`src/rtl/mux4way16bit_arbiter.sv`:
```
// Round-robin owner selection for four 16-bit requesters; the chosen word is registered onto one shared output.
// Latency: grant one cycle after req; data appears one cycle after being presented by the owner (none in the first grant cycle).
// Backpressure: none; requests are level-held until granted. Optional macro ARB_TIMEOUT_EN caps the hold time at MAX_HOLD.
module mux4way16bit_arbiter #(
    parameter int MAX_HOLD = 8,
    parameter int HOLD_W   = 4
) (
    input  logic        clk,
    input  logic        reset,
    input  logic [3:0]  req,
    input  logic [15:0] inA,
    input  logic [15:0] inB,
    input  logic [15:0] inC,
    input  logic [15:0] inD,
    output logic [3:0]  grant,
    output logic [1:0]  select,
    output logic [15:0] out,
    output logic        out_valid,
    output logic        busy
);

    typedef enum logic {ST_IDLE, ST_GRANT} state_t;

    // Reject configurations where the hold counter cannot reach MAX_HOLD.
    if (MAX_HOLD < 1 || MAX_HOLD > 15 || (1 << HOLD_W) <= MAX_HOLD) begin : g_bad_cfg
        $error("mux4way16bit_arbiter: illegal MAX_HOLD/HOLD_W combination");
    end

    state_t      r_state, w_state_nxt;
    logic [3:0]  r_grant, w_grant_nxt;
    logic [1:0]  r_select, w_select_nxt;
    logic [1:0]  r_last, w_last_nxt;
    logic [15:0] r_out, w_out_nxt;
    logic        r_vld, w_vld_nxt;
    logic [1:0]  w_scan_from;
    logic [1:0]  w_probe;
    logic [1:0]  w_win_idx;
    logic        w_win_vld;
    logic [15:0] w_word;
`ifdef ARB_TIMEOUT_EN
    logic [HOLD_W-1:0] r_hold, w_hold_nxt;
`endif

    assign w_scan_from = r_last + 2'd1;

    // Round-robin scan: walk offsets from far to near so the nearest request after the last owner wins.
    always_comb begin
        w_win_vld = 1'b0;
        w_win_idx = 2'd0;
        w_probe   = 2'd0;
        for (int i = 3; i >= 0; i--) begin
            w_probe = w_scan_from + 2'(i);
            if (req[w_probe]) begin
                w_win_vld = 1'b1;
                w_win_idx = w_probe;
            end
        end
    end

    // Shared 4-way data mux steered by the registered select.
    always_comb begin
        case (r_select)
            2'd0:    w_word = inA;
            2'd1:    w_word = inB;
            2'd2:    w_word = inC;
            default: w_word = inD;
        endcase
    end

    // Next-state and next-register values for the IDLE/GRANT sequencer.
    always_comb begin
        w_state_nxt  = r_state;
        w_grant_nxt  = r_grant;
        w_select_nxt = r_select;
        w_last_nxt   = r_last;
        w_out_nxt    = r_out;
        w_vld_nxt    = 1'b0;
`ifdef ARB_TIMEOUT_EN
        w_hold_nxt   = r_hold;
`endif
        case (r_state)
            ST_IDLE: begin
                if (w_win_vld) begin
                    w_state_nxt  = ST_GRANT;
                    w_grant_nxt  = 4'b0001 << w_win_idx;
                    w_select_nxt = w_win_idx;
                    w_last_nxt   = w_win_idx;
`ifdef ARB_TIMEOUT_EN
                    w_hold_nxt   = '0;
`endif
                end
            end
            default: begin
                if (req[r_select]) begin
                    // Owner still requesting: transfer its word this edge.
                    w_out_nxt = w_word;
                    w_vld_nxt = 1'b1;
`ifdef ARB_TIMEOUT_EN
                    // Hold budget used up: transfer, then hand over (may regrant the same owner).
                    if (r_hold == HOLD_W'(MAX_HOLD - 1)) begin
                        w_grant_nxt  = 4'b0001 << w_win_idx;
                        w_select_nxt = w_win_idx;
                        w_last_nxt   = w_win_idx;
                        w_hold_nxt   = '0;
                    end else begin
                        w_hold_nxt   = r_hold + 1'b1;
                    end
`endif
                end else if (w_win_vld) begin
                    // Owner released with others waiting: switch directly, no idle bubble.
                    w_grant_nxt  = 4'b0001 << w_win_idx;
                    w_select_nxt = w_win_idx;
                    w_last_nxt   = w_win_idx;
`ifdef ARB_TIMEOUT_EN
                    w_hold_nxt   = '0;
`endif
                end else begin
                    // Nobody left: drop to idle, select keeps its last value.
                    w_state_nxt = ST_IDLE;
                    w_grant_nxt = 4'b0000;
                end
            end
        endcase
    end

    // State and datapath registers; reset overrides everything including an active grant.
    always_ff @(posedge clk) begin
        if (reset) begin
            r_state  <= ST_IDLE;
            r_grant  <= 4'b0000;
            r_select <= 2'd0;
            r_last   <= 2'd3;
            r_out    <= 16'h0000;
            r_vld    <= 1'b0;
`ifdef ARB_TIMEOUT_EN
            r_hold   <= '0;
`endif
        end else begin
            r_state  <= w_state_nxt;
            r_grant  <= w_grant_nxt;
            r_select <= w_select_nxt;
            r_last   <= w_last_nxt;
            r_out    <= w_out_nxt;
            r_vld    <= w_vld_nxt;
`ifdef ARB_TIMEOUT_EN
            r_hold   <= w_hold_nxt;
`endif
        end
    end

    // Outputs come straight from registers; busy reflects the GRANT state.
    always_comb begin
        grant     = r_grant;
        select    = r_select;
        out       = r_out;
        out_valid = r_vld;
        busy      = (r_state == ST_GRANT);
    end

endmodule

```
`config.mk`:
```
export PLATFORM = sky130hd
export DESIGN_NAME = mux4way16bit_arbiter
export DESIGN_NICKNAME = d
export VERILOG_FILES = /design/src/rtl/mux4way16bit_arbiter.sv
export SDC_FILE = /design/constraint.sdc
export NUM_CORES = 1
export LEC_CHECK = 0
export ABC_AREA = 1
export CAP_MARGIN = 10
export CELL_PAD_IN_SITES_DETAIL_PLACEMENT = 1
export CELL_PAD_IN_SITES_GLOBAL_PLACEMENT = 1
export CORE_ASPECT_RATIO = 0.9
export CORE_MARGIN = 2
export CORE_UTILIZATION = 24
export CTS_CLUSTER_SIZE = 16
export DETAILED_ROUTE_END_ITERATION = 12
export PLACE_DENSITY_LB_ADDON = 0.1
export SLEW_MARGIN = 20
export SYNTH_ARGS = -nofsm -noshare
export SYNTH_HDL_FRONTEND = slang
export SYNTH_SLANG_ARGS = --single-unit
```
`constraint.sdc`:
```
create_clock -name clk -period 1.6 [get_ports clk]
set_input_delay 0.32 -clock clk [delete_from_list [all_inputs] [get_ports clk]]
set_output_delay 0.32 -clock clk [all_outputs]
set_load 0.01 [all_outputs]
```
# ---- After elaboration in Yosys (flattened, before gate mapping)
# Index checks and enable logic that the tools add are counted.
dict set report classes {
  addsub 4
  mul 0
  div 0
  order_cmp 5
  n_eq_ne 3
  shifts 1
  n_mux 33
  n_bitwise 1
  reduce_logical 5
}
# op n
set ops {}
lappend ops {{$pmux W16 S3} 1}
lappend ops {{$mux W2} 10}
lappend ops {{$mux W4} 4}
lappend ops {{$lt A2 B3 Y1 const B} 5}
lappend ops {{$mux W1} 13}
lappend ops {{$bmux W1 S2} 5}
lappend ops {{$add A2 B1 Y2 const B} 2}
lappend ops {{$add A2 B2 Y2 const B} 2}
lappend ops {{$reduce_and A2 Y1} 2}
lappend ops {{$shl A1 B2 Y4 const A} 1}
lappend ops {{$eq A2 B1 Y1 const B} 1}
lappend ops {{$eq A2 B2 Y1 const B} 1}
lappend ops {{$logic_not A2 Y1} 1}
lappend ops {{$ne A2 B2 Y1 const B} 1}
lappend ops {{$reduce_bool A2 Y1} 1}
lappend ops {{$reduce_or A2 Y1} 1}
lappend ops {{$not A1 Y1} 1}
dict set report totals {
  register_bits 26
  latch_bits 0
  mem_bits_rw 0
  mem_bits_ro 0
  input_bits 70
  output_inout_bits 24
  memories 0
}

# ---- Depth between registers and ports, before layout
dict set report depth {
  word_depth 12
  ltp_mapped 13
}

# ---- Least setup slack after synthesis
# OpenSTA, ideal clock, no wires.
dict set report synth_path {
  path_kind {register to register}
  start {register r_select[0], in the netlist select[0]}
  end {register r_last[1]}
  setup_time_ns 0.138
  arrival_time_ns 1.308
  t_required_ns 1.462
  slack_ns 0.154
  stages_incl_launch_ff 10
  n_path_buf 2
  synth_period_minus_slack_ns 1.446
  cell_sequence {dfxtp_1 > buf_4 > o21ai_1 > nand2_1 > nand3_1 > buf_4 > o21ai_4 > inv_2 > nand2_1 > o211ai_1}
}
dict set report synth_via {
  elab_chain_cells 3
}
# element line
set synth_rtl {}
lappend synth_rtl {{from (decl)} 31} ;# logic [1:0] r_select, w_select_nxt;
lappend synth_rtl {{from (signal assigned)} 141} ;# r_select <= w_select_nxt;
lappend synth_rtl {{$bmux W1 S2} 94} ;# if (req[r_select]) begin
lappend synth_rtl {{$mux W1 (not written as such)} 94}
lappend synth_rtl {{$ne A2 B2 Y1 (no line)} --}
lappend synth_rtl {{to (signal assigned)} 142} ;# r_last <= w_last_nxt;
lappend synth_rtl {{to (decl)} 32} ;# logic [1:0] r_last, w_last_nxt;
# Every way passes these cells. The select of a mux whose other input is x is not followed.
# A chain may end at the register's enable or synchronous reset.

# ---- Worst setup path in the final report
dict set report layout_path {
  start {register r_select[0], in the netlist select[0]}
  end {output port select[0]}
}
# element line
set layout_rtl {}
lappend layout_rtl {{to (decl)} 16} ;# output logic [1:0] select,
# No word-level cell between the ends.

==> impl_metrics.json <==
{
  "fin_crit_ns": 1.56,
  "ys_seq_area_share_pct": 34.1,
  "routabilityCongestion": 0.747,
  "hold_path.class": "reg -> reg",
  "max_freq_mhz": 642,
  "worstPathMaxFanout": 7,
  "firstDrtPassIters": 4,
  "layout_commonest_cell": "clkdlybuf4s50_1",
  "portBuffers": 93,
  "setup_violations": 0,
  "path_delay_family": "buffers and inverters",
  "p_leak_nw": 1.20,
  "switchingPower_mw": 2.20,
  "synth.distinct_cells": 21,
  "peakVddDrop_uv": 868,
  "dr_wl_met2_mm": 2.95,
  "finalWirelength_mm": 6.32,
  "crit_type": "reg -> out",
  "die_w_um": 88.1,
  "hold_viol_final": 0,
  "initial_utilization_pct": 24.8,
  "drc": 0,
  "final_max_slew_viol_count": 0,
  "dp_hpwl_mm": 4.88,
  "synth_area_um2": 1530,
  "synth_top_area_share_pct": 34.1,
  "clock_sinks": 26,
  "drive_gt1_share_pct": 24.2,
  "crit_buf_inv": 1,
  "drtIter0Drc": 32,
  "status": "complete, no violations",
  "via_count": 2030,
  "antenna_found_initial": 0,
  "synth_nets": 299,
  "min_period_over_period_pct": 97.3,
  "insertion_delay_ns": 0.27,
  "synthCells": 229,
  "die-area_um2": 7020,
  "start_kind": "flip-flop",
  "swShare_pct": 45.4,
  "cp.required_ns": 1.28,
  "die_h_um": 79.7,
  "grt_pass1_vias": 1991,
  "clockBufferDepth": 2,
  "final_core_util_pct": 47.3,
  "final_cell_mix": "clkdlybuf4s50_1 (88), nand3_1 (43), nand2_1 (35)",
  "drt-vias-per-instance": 4.77,
  "ys.warnings.count": 0,
  "drtAntennaViolNets": 0,
  "internal-power_mw": 2.64,
  "slowest_delay_ns": 0.56,
  "wire_per_inst_um": 14.8,
  "cp_slowest_cell": "clkdlybuf4s50_1",
  "clkPwrFrac_pct": 9.0,
  "synth_area_leader_cell": "dfxtp_1",
  "skew_ns": 0.00608,
  "arrival_ns": 1.24,
  "crit_path_cell_trace": "clkdlybuf4s50_1",
  "met1Wirelength_mm": 3.05,
  "ctsHoldBuffers": 0,
  "cts_tree": "done",
  "tightest_slew_ns": 0.316,
  "avgSynthCellArea_um2": 6.67,
  "max_cap_violations": 0,
  "grt_usage_pct": 17.3,
  "cts_max_level": 1,
  "route.met3.wl_um": 299,
  "ios": 94,
  "grt_pass1_wl_mm": 9.68,
  "comb_power_share_pct": 69.3,
  "synthTopCellsByArea": "dfxtp_1 (34%), nand3_1 (16%), nand2_1 (14%)",
  "grt_overflow": 0,
  "antennaDiodeCount": 0,
  "fin_nets": 410,
  "rsz0062_at_grt": "true",
  "n_fill_cell": 771,
  "power_density_nw_per_um2": 1660,
  "core-area_um2": 6150,
  "slew_headroom_pct": 78.8,
  "ctsRootBufferMaster": "clkbuf_8",
  "top_layer_used": "met4",
  "placementRows": 27,
  "grt_max_degree": 18,
  "cts.clk_slew.worst_paths_ns": 0.10,
  "syn_to_final_growth_pct": 90.3,
  "numCtsBuffers": 3,
  "ys_seq_elements": 26,
  "end_kind": "output port",
  "seqPwrFrac_pct": 21.7,
  "power_mw": 4.84
}
## power groups by stage
stage          combinational (mW)  clock [mW]  sequential, mW
6_report                     3.35       0.436            1.05
5_1_grt                      3.72       0.476            1.08
4_1_cts                      3.00       0.447            1.02
3_5_place_dp                 2.96           0            1.02
3_3_place_gp                 2.94           0            1.02
2_1_floorplan                1.59           0            1.08
## cell usage after synthesis
library cell	count
buf_2	6
clkinv_2	1
o21ai_1	10
dfxtp_1	26
inv_2	4
clkbuf_1	5
a41oi_1	3
nor2_1	7
nand3_1	49
o211ai_1	2
a21oi_1	7
o21ai_0	13
inv_1	15
a21oi_2	3
nand2_1	55
buf_4	2
clkinv_1	1
o21ai_4	1
a221oi_1	13
nor2_2	1
nand2_2	5
## per-layer routing
layer / vias up / GRT usage [%]
met5: - / 0
met4: 0 / 2.27
met3: 2 / 3.10
met2: 54 / 28.0
met1: 959 / 24.7
li1: 1015 / -
## what timing repair did
item,in CTS,in global routing
setup endpoints to repair,5,23
pin swaps,3,19
endpoints found under the hold margin,0,0
resized for setup,11,41
buffers inserted,1,5
## worst register-to-register path, delay by kind of cell (launching register included)
family | cells | cell delay [ns]
AOI/OAI and AO/OA | 2 | 0.36
buffers and inverters | 3 | 0.31
DFF | 1 | 0.35
and+or+nand+nor | 6 | 0.43
## flip-flops by register name, summed over array words and instances (netlist names)
name	cells
busy	1
out_valid	1
out	16
grant	4
r_last	2
select	2
## path summary, 6_finish.rpt
path                     startpoint                     end  slack [ns]  cells past startpoint
min reg2reg    out[12]$_SDFFE_PP0P_    out[12]$_SDFFE_PP0P_        0.48                      2
max          select[0]$_SDFFE_PP0P_               select[0]        0.04                      1
max reg2reg  r_last[0]$_SDFFE_PP1P_  r_last[1]$_SDFFE_PP1P_        0.05                     11
min            out[12]$_SDFFE_PP0P_    out[12]$_SDFFE_PP0P_        0.48                      2
## stage by stage
stage | setup WS, ns | setup TNS, ns | area, um2 | hold slack (ns) | std cells
2_1_floorplan | 0.154 | 0 | 1530 | 0.499 | 229
3_3_place_gp | -0.306 | -5.15 | 2680 | 0.463 | 416
3_5_place_dp | -0.305 | -5.47 | 2680 | 0.472 | 416
4_1_cts | 0.0218 | 0 | 2760 | 0.485 | 421
5_1_grt | -0.0526 | -0.209 | 2910 | 0.512 | 426
6_report | 0.0427 | 0 | 2910 | 0.483 | 426
## area by class of cell
cell class / instances / area, um2 / share of cell area (%)
sequential: 26 / 529 / 18.2
inverter: 21 / 88.8 / 3.06
tap: 87 / 109 / 3.75
clock buffer: 4 / 55.1 / 1.89
multi-input combinational: 169 / 968 / 33.3
timing repair buffer: 119 / 1160 / 39.8
## logic make-up after synthesis
logic type	Yosys count	synth area share, %
buffers and inverters	34	9.42
AOI/OAI and AO/OA	52	22.8
and+or+nand+nor	117	33.7
DFF	26	34.1
No activity file was read; power rests on OpenSTA's default activity.
